==> src/rtl/trap_sequencer.sv <==
// trap_sequencer: queues guest I/O, tick and IRQ trap events and
// sequences NMI entry, supervisor ownership and return-to-guest.
//
// Ports: clk, reset (sync, active-high); virtual_enable; guest bus
// (io_cycle, io_is_write, io_port, io_data, m1_cycle); irq_sys_req,
// tick; supervisor sup_pop/sup_ack; head_* view of the oldest event,
// fifo_count, fifo_overflow; trap_state, nmi_n, capture_address, irq_n.
// Optional macro TRAP_TIMEOUT_EN adds a TRAPPED watchdog (TIMEOUT).
module trap_sequencer #(
  parameter int DEPTH     = 4,
  parameter int NMI_PULSE = 4,
  parameter int TIMEOUT   = 65535
) (
  input  logic                       clk,
  input  logic                       reset,
  input  logic                       virtual_enable,
  input  logic                       io_cycle,
  input  logic                       io_is_write,
  input  logic [7:0]                 io_port,
  input  logic [7:0]                 io_data,
  input  logic                       m1_cycle,
  input  logic                       irq_sys_req,
  input  logic                       tick,
  input  logic                       sup_pop,
  input  logic                       sup_ack,
  output logic [1:0]                 head_cause,
  output logic [7:0]                 head_port,
  output logic [7:0]                 head_data,
  output logic [$clog2(DEPTH+1)-1:0] fifo_count,
  output logic                       fifo_overflow,
  output logic                       trap_state,
  output logic                       nmi_n,
  output logic                       capture_address,
  output logic                       irq_n
);

  localparam int AW = $clog2(DEPTH);
  localparam int CW = $clog2(DEPTH+1);
  localparam int PW = $clog2(NMI_PULSE+1);

  localparam logic [2:0] S_IDLE = 3'd0;
  localparam logic [2:0] S_PEND = 3'd1;
  localparam logic [2:0] S_NMI  = 3'd2;
  localparam logic [2:0] S_TRAP = 3'd3;
  localparam logic [2:0] S_RET  = 3'd4;

  logic [2:0]    state;
  logic          io_prev;
  logic          irq_prev;
  logic          m1_prev;
  logic          irq_lat;
  logic          tick_lat;
  logic [PW-1:0] nmi_cnt;

  logic [1:0]    mem_cause [DEPTH];
  logic [7:0]    mem_port  [DEPTH];
  logic [7:0]    mem_data  [DEPTH];
  logic [AW-1:0] wr_ptr;
  logic [AW-1:0] rd_ptr;

  logic       win;
  logic       en;
  logic       flush;
  logic       m1_rise;
  logic       io_ev;
  logic       irq_c;
  logic       tick_c;
  logic       push;
  logic       empty;
  logic       full;
  logic       pop_ok;
  logic       wr_ok;
  logic       drop;
  logic       ack_ok;
  logic       wd_fire;
  logic [1:0] push_cause;
  logic [7:0] push_port;
  logic [7:0] push_data;

  assign win     = (state == S_IDLE) || (state == S_PEND);
  assign en      = win && virtual_enable;
  assign flush   = win && !virtual_enable;
  assign m1_rise = m1_cycle && !m1_prev;

  // Events that lose the one-push-per-cycle arbitration stay latched.
  assign io_ev  = en && io_cycle && !io_prev;
  assign irq_c  = en && ((irq_sys_req && !irq_prev) || irq_lat);
  assign tick_c = en && (tick || tick_lat);
  assign push   = io_ev || irq_c || tick_c;

  assign empty  = (fifo_count == '0);
  assign full   = (fifo_count == CW'(DEPTH));
  assign pop_ok = sup_pop && !empty;
  assign wr_ok  = push && (!full || pop_ok);
  assign drop   = push && full && !pop_ok;
  assign ack_ok = (state == S_TRAP) && sup_ack && empty;

  always_comb begin
    push_cause = 2'b10;
    push_port  = '0;
    push_data  = '0;
    if (io_ev) begin
      push_cause = {1'b0, io_is_write};
      push_port  = io_port;
      push_data  = io_data;
    end else if (irq_c) begin
      push_cause = 2'b11;
    end
  end

  assign head_cause = empty ? 2'b00 : mem_cause[rd_ptr];
  assign head_port  = empty ? 8'h00 : mem_port[rd_ptr];
  assign head_data  = empty ? 8'h00 : mem_data[rd_ptr];

  assign trap_state      = !win;
  assign nmi_n           = (state != S_NMI);
  assign capture_address = io_ev && wr_ok;

`ifdef TRAP_TIMEOUT_EN
  logic [15:0] wd;

  assign wd_fire = (state == S_TRAP) && !ack_ok &&
                   (wd == 16'(TIMEOUT-1));

  always_ff @(posedge clk) begin
    if (reset || state != S_TRAP) wd <= '0;
    else                          wd <= wd + 16'd1;
  end
`else
  logic unused_timeout;

  assign wd_fire        = 1'b0;
  assign unused_timeout = ^TIMEOUT;
`endif

  always_ff @(posedge clk) begin
    if (wr_ok) begin
      mem_cause[wr_ptr] <= push_cause;
      mem_port[wr_ptr]  <= push_port;
      mem_data[wr_ptr]  <= push_data;
    end
  end

  always_ff @(posedge clk) begin
    if (reset) begin
      state         <= S_IDLE;
      io_prev       <= 1'b0;
      irq_prev      <= 1'b0;
      m1_prev       <= 1'b0;
      irq_lat       <= 1'b0;
      tick_lat      <= 1'b0;
      nmi_cnt       <= '0;
      wr_ptr        <= '0;
      rd_ptr        <= '0;
      fifo_count    <= '0;
      fifo_overflow <= 1'b0;
      irq_n         <= 1'b1;
    end else begin
      io_prev  <= io_cycle;
      irq_prev <= irq_sys_req;
      m1_prev  <= m1_cycle;
      irq_n    <= trap_state ? 1'b1 : !irq_sys_req;

      if (drop || wd_fire) fifo_overflow <= 1'b1;

      if (flush || wd_fire) begin
        wr_ptr     <= '0;
        rd_ptr     <= '0;
        fifo_count <= '0;
      end else begin
        if (wr_ok)  wr_ptr <= wr_ptr + 1'b1;
        if (pop_ok) rd_ptr <= rd_ptr + 1'b1;
        fifo_count <= fifo_count + CW'(wr_ok) - CW'(pop_ok);
      end

      // Ticks seen while the supervisor owns the CPU wait for IDLE.
      if (en) begin
        irq_lat  <= irq_c && io_ev;
        tick_lat <= tick_c && (io_ev || irq_c);
      end else if (flush) begin
        irq_lat  <= 1'b0;
        tick_lat <= 1'b0;
      end else begin
        tick_lat <= tick_lat || tick;
      end

      unique case (state)
        S_IDLE: begin
          if (en && push) state <= S_PEND;
        end
        S_PEND: begin
          if (flush) begin
            state <= S_IDLE;
          end else if (m1_rise) begin
            state   <= S_NMI;
            nmi_cnt <= '0;
          end
        end
        S_NMI: begin
          if (nmi_cnt == PW'(NMI_PULSE-1)) state <= S_TRAP;
          else nmi_cnt <= nmi_cnt + 1'b1;
        end
        S_TRAP: begin
          if (ack_ok || wd_fire) state <= S_RET;
        end
        S_RET: begin
          if (m1_rise) state <= S_IDLE;
        end
        default: state <= S_IDLE;
      endcase
    end
  end

endmodule

==> config.mk <==
export PLATFORM = sky130hd
export DESIGN_NAME = trap_sequencer
export DESIGN_NICKNAME = d
export VERILOG_FILES = /design/src/rtl/trap_sequencer.sv
export SDC_FILE = /design/constraint.sdc
export NUM_CORES = 1
export LEC_CHECK = 0
export BUFFER_PORTS_ARGS = -buffer_cell sky130_fd_sc_hd__clkbuf_2
export CAP_MARGIN = 5
export CORE_MARGIN = 2
export CORE_UTILIZATION = 25
export DETAILED_ROUTE_END_ITERATION = 8
export PLACE_DENSITY_LB_ADDON = 0.12
export SLEW_MARGIN = 20
export SYNTH_ARGS = -nofsm -noshare
export SYNTH_HDL_FRONTEND = slang
export SYNTH_SLANG_ARGS = --single-unit
export TNS_END_PERCENT = 100
==> constraint.sdc <==
create_clock -name clk -period 5 [get_ports clk]
set_clock_uncertainty 0.15 [all_clocks]
set_input_delay 0.5 -clock clk [delete_from_list [all_inputs] [get_ports clk]]
set_output_delay 0.5 -clock clk [all_outputs]
set_load 0.01 [all_outputs]
; After elaboration in Yosys (flattened, before gate mapping)
; Memories as Yosys holds them, arrays and structs flattened. A register that Yosys moved wholly into a read port is not among the register bits.
; Index checks and enable logic that the tools add are counted.
[word_totals]
memories = 3
register_bits = 20
ramBits = 72
word_cells = 106
out_inout_bits = 26
in_bits = 26
[memory_table]
columns = memory, words, word_bits, rd, rd_clocked_by_memory_dff, wr, line_no
row1 = mem_data, 4, 8, 1, 1, 1, 57  ; logic [7:0] mem_data [DEPTH];
row2 = mem_port, 4, 8, 1, 1, 1, 56  ; logic [7:0] mem_port [DEPTH];
row3 = mem_cause, 4, 2, 1, 1, 1, 55  ; logic [1:0] mem_cause [DEPTH];
[op_classes]
add_sub_neg = 5
n_reduce_logical = 41
mux = 29
n_eq_ne = 15
bitwise_logic = 1
[ops]
columns = cell, n
row1 = $mux 8, 4
row2 = $mux 3, 8
row3 = $logic_and 1x1->1, 18
row4 = $mux 2, 8
row5 = $pmux 3 s5, 1
row6 = $ne 2x2->1 const B, 6
row7 = $eq 3x2->1 const B, 3
row8 = $logic_not 1->1, 9
row9 = $mux 1, 7
row10 = $eq 3x3->1 const B, 2
row11 = $logic_not 3->1, 2
row12 = $logic_or 1x1->1, 6
row13 = $pmux 3 s2, 1
row14 = $reduce_and 5->1, 1
row15 = $add 2x1->2 const B, 2
row16 = $reduce_and 4->1, 1
row17 = $reduce_bool 2->1, 2
row18 = $reduce_or 2->1, 2
row19 = $add 3x1->3, 1
row20 = $add 3x1->3 const B, 1
row21 = $eq 3x1->1 const B, 1
row22 = $ne 3x2->1 const B, 1
row23 = $ne 3x3->1 const B, 1
row24 = $sub 3x1->3, 1
row25 = 2 further kinds, 2

; Longest topological paths before layout
[logic_depth]
word_depth = 10
depth_mapped = 13
ltp_nobuf = 12

; Least setup slack after synthesis
; No wires, ideal clock.
[synth_timing]
path_type = input -> register
start = input port tick
end = register fifo_count[2]
path_stages = 12
n_path_buf = 0
path_slack_ns = 2.315
setup_time_ns = 0.133
required_time_ns = 4.717
t_arrival_ns = 2.402
cell_sequence = or3_1 o31ai_2 nor2_1 inv_1 ha_1 inv_1 ha_1 inv_1 fa_1 xor2_1 xnor2_1 nor2_1
[synth_via]
elab_chain_cells = 6
[synth_rtl]
columns = element, line_no
row1 = "start, declared", 23  ; input logic tick,
row2 = $logic_or 1x1->1, 88  ; assign tick_c = en && (tick || tick_lat);
row3 = $logic_and 1x1->1, 88
row4 = $logic_or 1x1->1, 89  ; assign push = io_ev || irq_c || tick_c;
row5 = $logic_and 1x1->1, 94  ; assign wr_ok = push && (!full || pop_ok);
row6 = $add 3x1->3, 173  ; fifo_count <= fifo_count + CW'(wr_ok) - CW'(pop_ok);
row7 = $sub 3x1->3, 173
row8 = "end signal, assigned", 173
row9 = "end, declared", 29  ; output logic [$clog2(DEPTH+1)-1:0] fifo_count,
; No other way between the ends.
; A chain may end at the register's enable or synchronous reset.

; Worst setup path in the final report
[layout_timing]
start = register io_prev
end = memory mem_port[3][1] (enable)
[layout_via]
elab_chain_cells = 7
[layout_rtl]
columns = element, line_no
row1 = "start, declared", 48  ; logic io_prev;
row2 = "start signal, assigned", 159  ; io_prev <= io_cycle;
row3 = $logic_not 1->1, 86  ; assign io_ev = en && io_cycle && !io_prev;
row4 = $logic_and 1x1->1, 86
row5 = $logic_or 1x1->1 (2 in series), 89
row6 = $logic_and 1x1->1, 94
row7 = $mux 1, 137  ; if (wr_ok) begin
row8 = $mux 1 (implied by the code), 139  ; mem_port[wr_ptr] <= push_port;
row9 = "end, declared", 56
; No other way between the ends.

==> metrics.md <==
| Metric | Value |
|---|---|
| Status | finished, final reports clean |
| CP max stage delay | 900 ps |
| Synth Instances | 261 |
| Antenna violations before repair | 0 |
| Row count | 46 |
| Placement Setup Slack | 1510 ps |
| Die width | 130 um |
| Via density | 4.13 |
| Worst-margin pin slew | 1040 ps |
| Post-route ant nets | 0 |
| Fin. max-slew vios | 0 |
| Ys async rst share | 0 |
| Cell Area, Synth | 3970 um2 |
| Crit-path max FO | 18 |
| Post-route DRC | 0 |
| CP Data Required Time | around 4800 ps |
| Initial Utilization | 0.253 |
| Largest net degree at the start of global routing | 23 |
| Clock root buffer | clkbuf_16 |
| Clk_lat worst skew | 340 ps |
| Post-synthesis register bit count | 94 |
| CORE AREA | 15700 um2 |
| Final HPWL DP | 5450 um |
| Global-route wire length before repair | ~13000 um |
| WP data arrival | 2850 ps |
| TritonCTS Sinks | 94 |
| WL per Instance | 15.7 um |
| Total number of vias | 2199 |
| Crit path time final | 3040 ps |
| Busiest layer in global routing | met2 |
| Post-CTS setup buffer count | 0 |
| Crit path cell chain | nor2b_1 > buf_4 > o31a_1 > and3_1 |
| Synthesis-to-finish area growth | 19.9% |
| Routing usage on met1 | 0.131 |
| Setup violations, final | 0 |
| Tcrit/Tclk final | 0.608 |
| Sw Share | 0.221 |
| Worst Path Buf+Inv | 1 |
| CTS tree | built |
| Pre-antenna DRT Iters | 4 |
| Synth warnings | 0 |
| Filler Cell Count | 1587 |
| Final #Nets | 347 |
| Slew headroom | 0.305 |
| Primary FF master, synth | edfxtp_1 |
| Die footprint | 16900 um2 |
| Share of layout cells above drive strength 1 | 0.303 |
| EDFF count, synth | 72 |
| Hold Buf Count CTS | 0 |
| Max VDD drop | 0.152 mV |
| Maximum root-to-sink buffer count | 2 |
| DRT Wirelength | between 8000 and 9000 um |
| Num CTS Buffers | 9 |
| Buffers on Ports | 51 |
| Clock slew at reported path FFs | 70 ps |
| Synth top area cells | edfxtp_1, dfxtp_1, mux4_2 |
| Power share of the combinational group | 0.093 |
| Post-CTS Resized | 0 |
| Sequential share of power | 0.498 |
| GR Util met3 | 0.0230 |
| Grt ovf | 0 |
| Die Height | 130 um |
| CP max-delay cell | and3_1 |
| Final Wtd Congestion | 0.712 |
| PD cells | roughly 370 nW/um2 |
| Setup ws final | 1960 ps |
| All-Layer GR Usage | 0.107 |
| Synth top area share | 0.545 |
| I/O Pins | 52 |
| Cell taking the most area after synthesis | edfxtp_1 |
| H-tree depth | 3 |
| Register area share after synthesis | 0.656 |
| Worst hold path class | input pin to flop |
| P_sw | 0.388 mW |
| CP Launch Type | flop |
| Synth cell types | 47 |
| Avg Synthesized Cell Area | 15.2 um2 |
| Number of antenna diodes | 0 |
| GR Util met2 | 0.180 |
| Fmax | 329 MHz |
| Fin Setup TNS | 0 ps |
| Crit Path Class | flop to flop |
| Crit end category | flop |
| # Max-Cap Violations | 0 |
| Crit path max-delay family | simple AND/OR/NAND/NOR gates |
| RSZ-0062 raised after global routing | no |
| Leakage | 1.77 nW |
| 1st-iter DRT viols | 166 |
| Syn nets | 296 |
| Clk pwr share | 0.409 |
| Final Hold Fails | 0 |
| Vias in the first global route | 2270 |
| Internal power | 1.37 mW |
==> metal layers <==
metal	vias up	share of wire
li1	1085	-
met4	0	0.021
met2	39	0.50
met1	1061	0.44
met5	-	0
met3	14	0.038
==> power groups by stage <==
| stage | clock [mW] | sequential, mW | combinational (mW) |
|---|---|---|---|
| floorplan | 0 | 0.890 | 0.109 |
| global placement | 0 | 0.893 | 0.171 |
| detailed placement | 0 | 0.894 | 0.171 |
| CTS | 0.741 | 0.877 | 0.171 |
| global route | 0.767 | 0.879 | 0.186 |
| finish | 0.719 | 0.876 | 0.163 |
==> through the flow <==
step	cells	cell area [um2]	util	hold WS [ps]	total power, mW
after CTS	533	4760	0.303	221	1.79
final	533	4760	0.303	230	1.76
after global routing	533	4760	0.303	243	1.83
after floorplan	261	3970	-	283	0.999
after global placement	517	4440	0.283	297	1.06
after detailed placement	517	4440	0.283	309	1.07
==> cells in the mapped netlist (3+ instances only) <==
master	count
nand2_1	4
nor2_1	14
buf_4	3
nand3_1	3
and2_1	19
o21ai_0	5
inv_1	10
dfxtp_1	22
clkbuf_1	7
nor2b_1	5
mux4_2	18
edfxtp_1	72
ha_1	8
nor3_1	3
a21oi_1	10
and3_1	20
==> path summary, 6_finish.rpt <==
path	from	depth (start not counted)	slack, ps	endpoint
min reg2reg	nmi_cnt[1]	2	320	nmi_cnt[1]
max reg2reg	io_prev	4	1960	mem_port[3][1]
min	m1_cycle	2	230	m1_prev
max	io_prev	4	1960	mem_port[3][1]
==> state kept, by name (all words and copies together) (netlist names), named ones only <==
signal and count:
tick_lat 1, nmi_cnt 3, mem_cause 8, mem_data 32, fifo_overflow 1, fifo_count 3, irq_n 1, state 3
m1_prev 1, mem_port 32, wr_ptr 2, io_prev 1, irq_prev 1, irq_lat 1, rd_ptr 2
==> cells in the final DEF, fill, tap and decap left out, types with 2 or more instances in the layout <==
cell type	Yosys	layout
edfxtp_1	72	72
inv_1	10	10
clkinvlp_4	0	2
and3_1	20	19
ha_1	8	8
clkbuf_16	0	9
nand3_1	3	3
buf_4	3	3
a211oi_1	2	2
and2_1	19	19
xnor2_1	2	2
nand2_1	4	4
nor3_1	3	3
clkbuf_2	1	51
mux4_2	18	18
or3_1	2	2
nor4b_1	2	2
nand4b_1	2	2
a21oi_1	10	10
o21ai_0	5	5
bufinv_16	0	2
nor2b_1	5	5
dfxtp_1	22	22
nand2b_1	2	2
clkinv_2	0	2
xor2_1	2	2
nor2_1	14	14
==> kinds of logic after synthesis <==
kind of cell	count (synthesis)	share of synthesized area
flip-flops	94	0.656
AND/OR/NAND/NOR	85	0.129
AO/OA/AOI/OAI	26	0.0435
buffers and inverters	24	0.0281
multiplexers	19	0.105
adder cells (fa/ha/maj)	9	0.0303
XOR/XNOR	4	0.00883
==> area by class of cell <==
cell class                      instances  area, um2  share of cell area
Inverter                               10       37.5             0.00789
Clock buffer                            9        225              0.0473
Clock inverter                          7       88.8              0.0187
Sequential cell                        94       2600               0.547
Timing Repair Buffer                   54        278              0.0584
Multi-Input combinational cell        143       1260               0.264
Tap cell                              216        270              0.0568
Note: power is estimated with default switching activity, not from simulation.
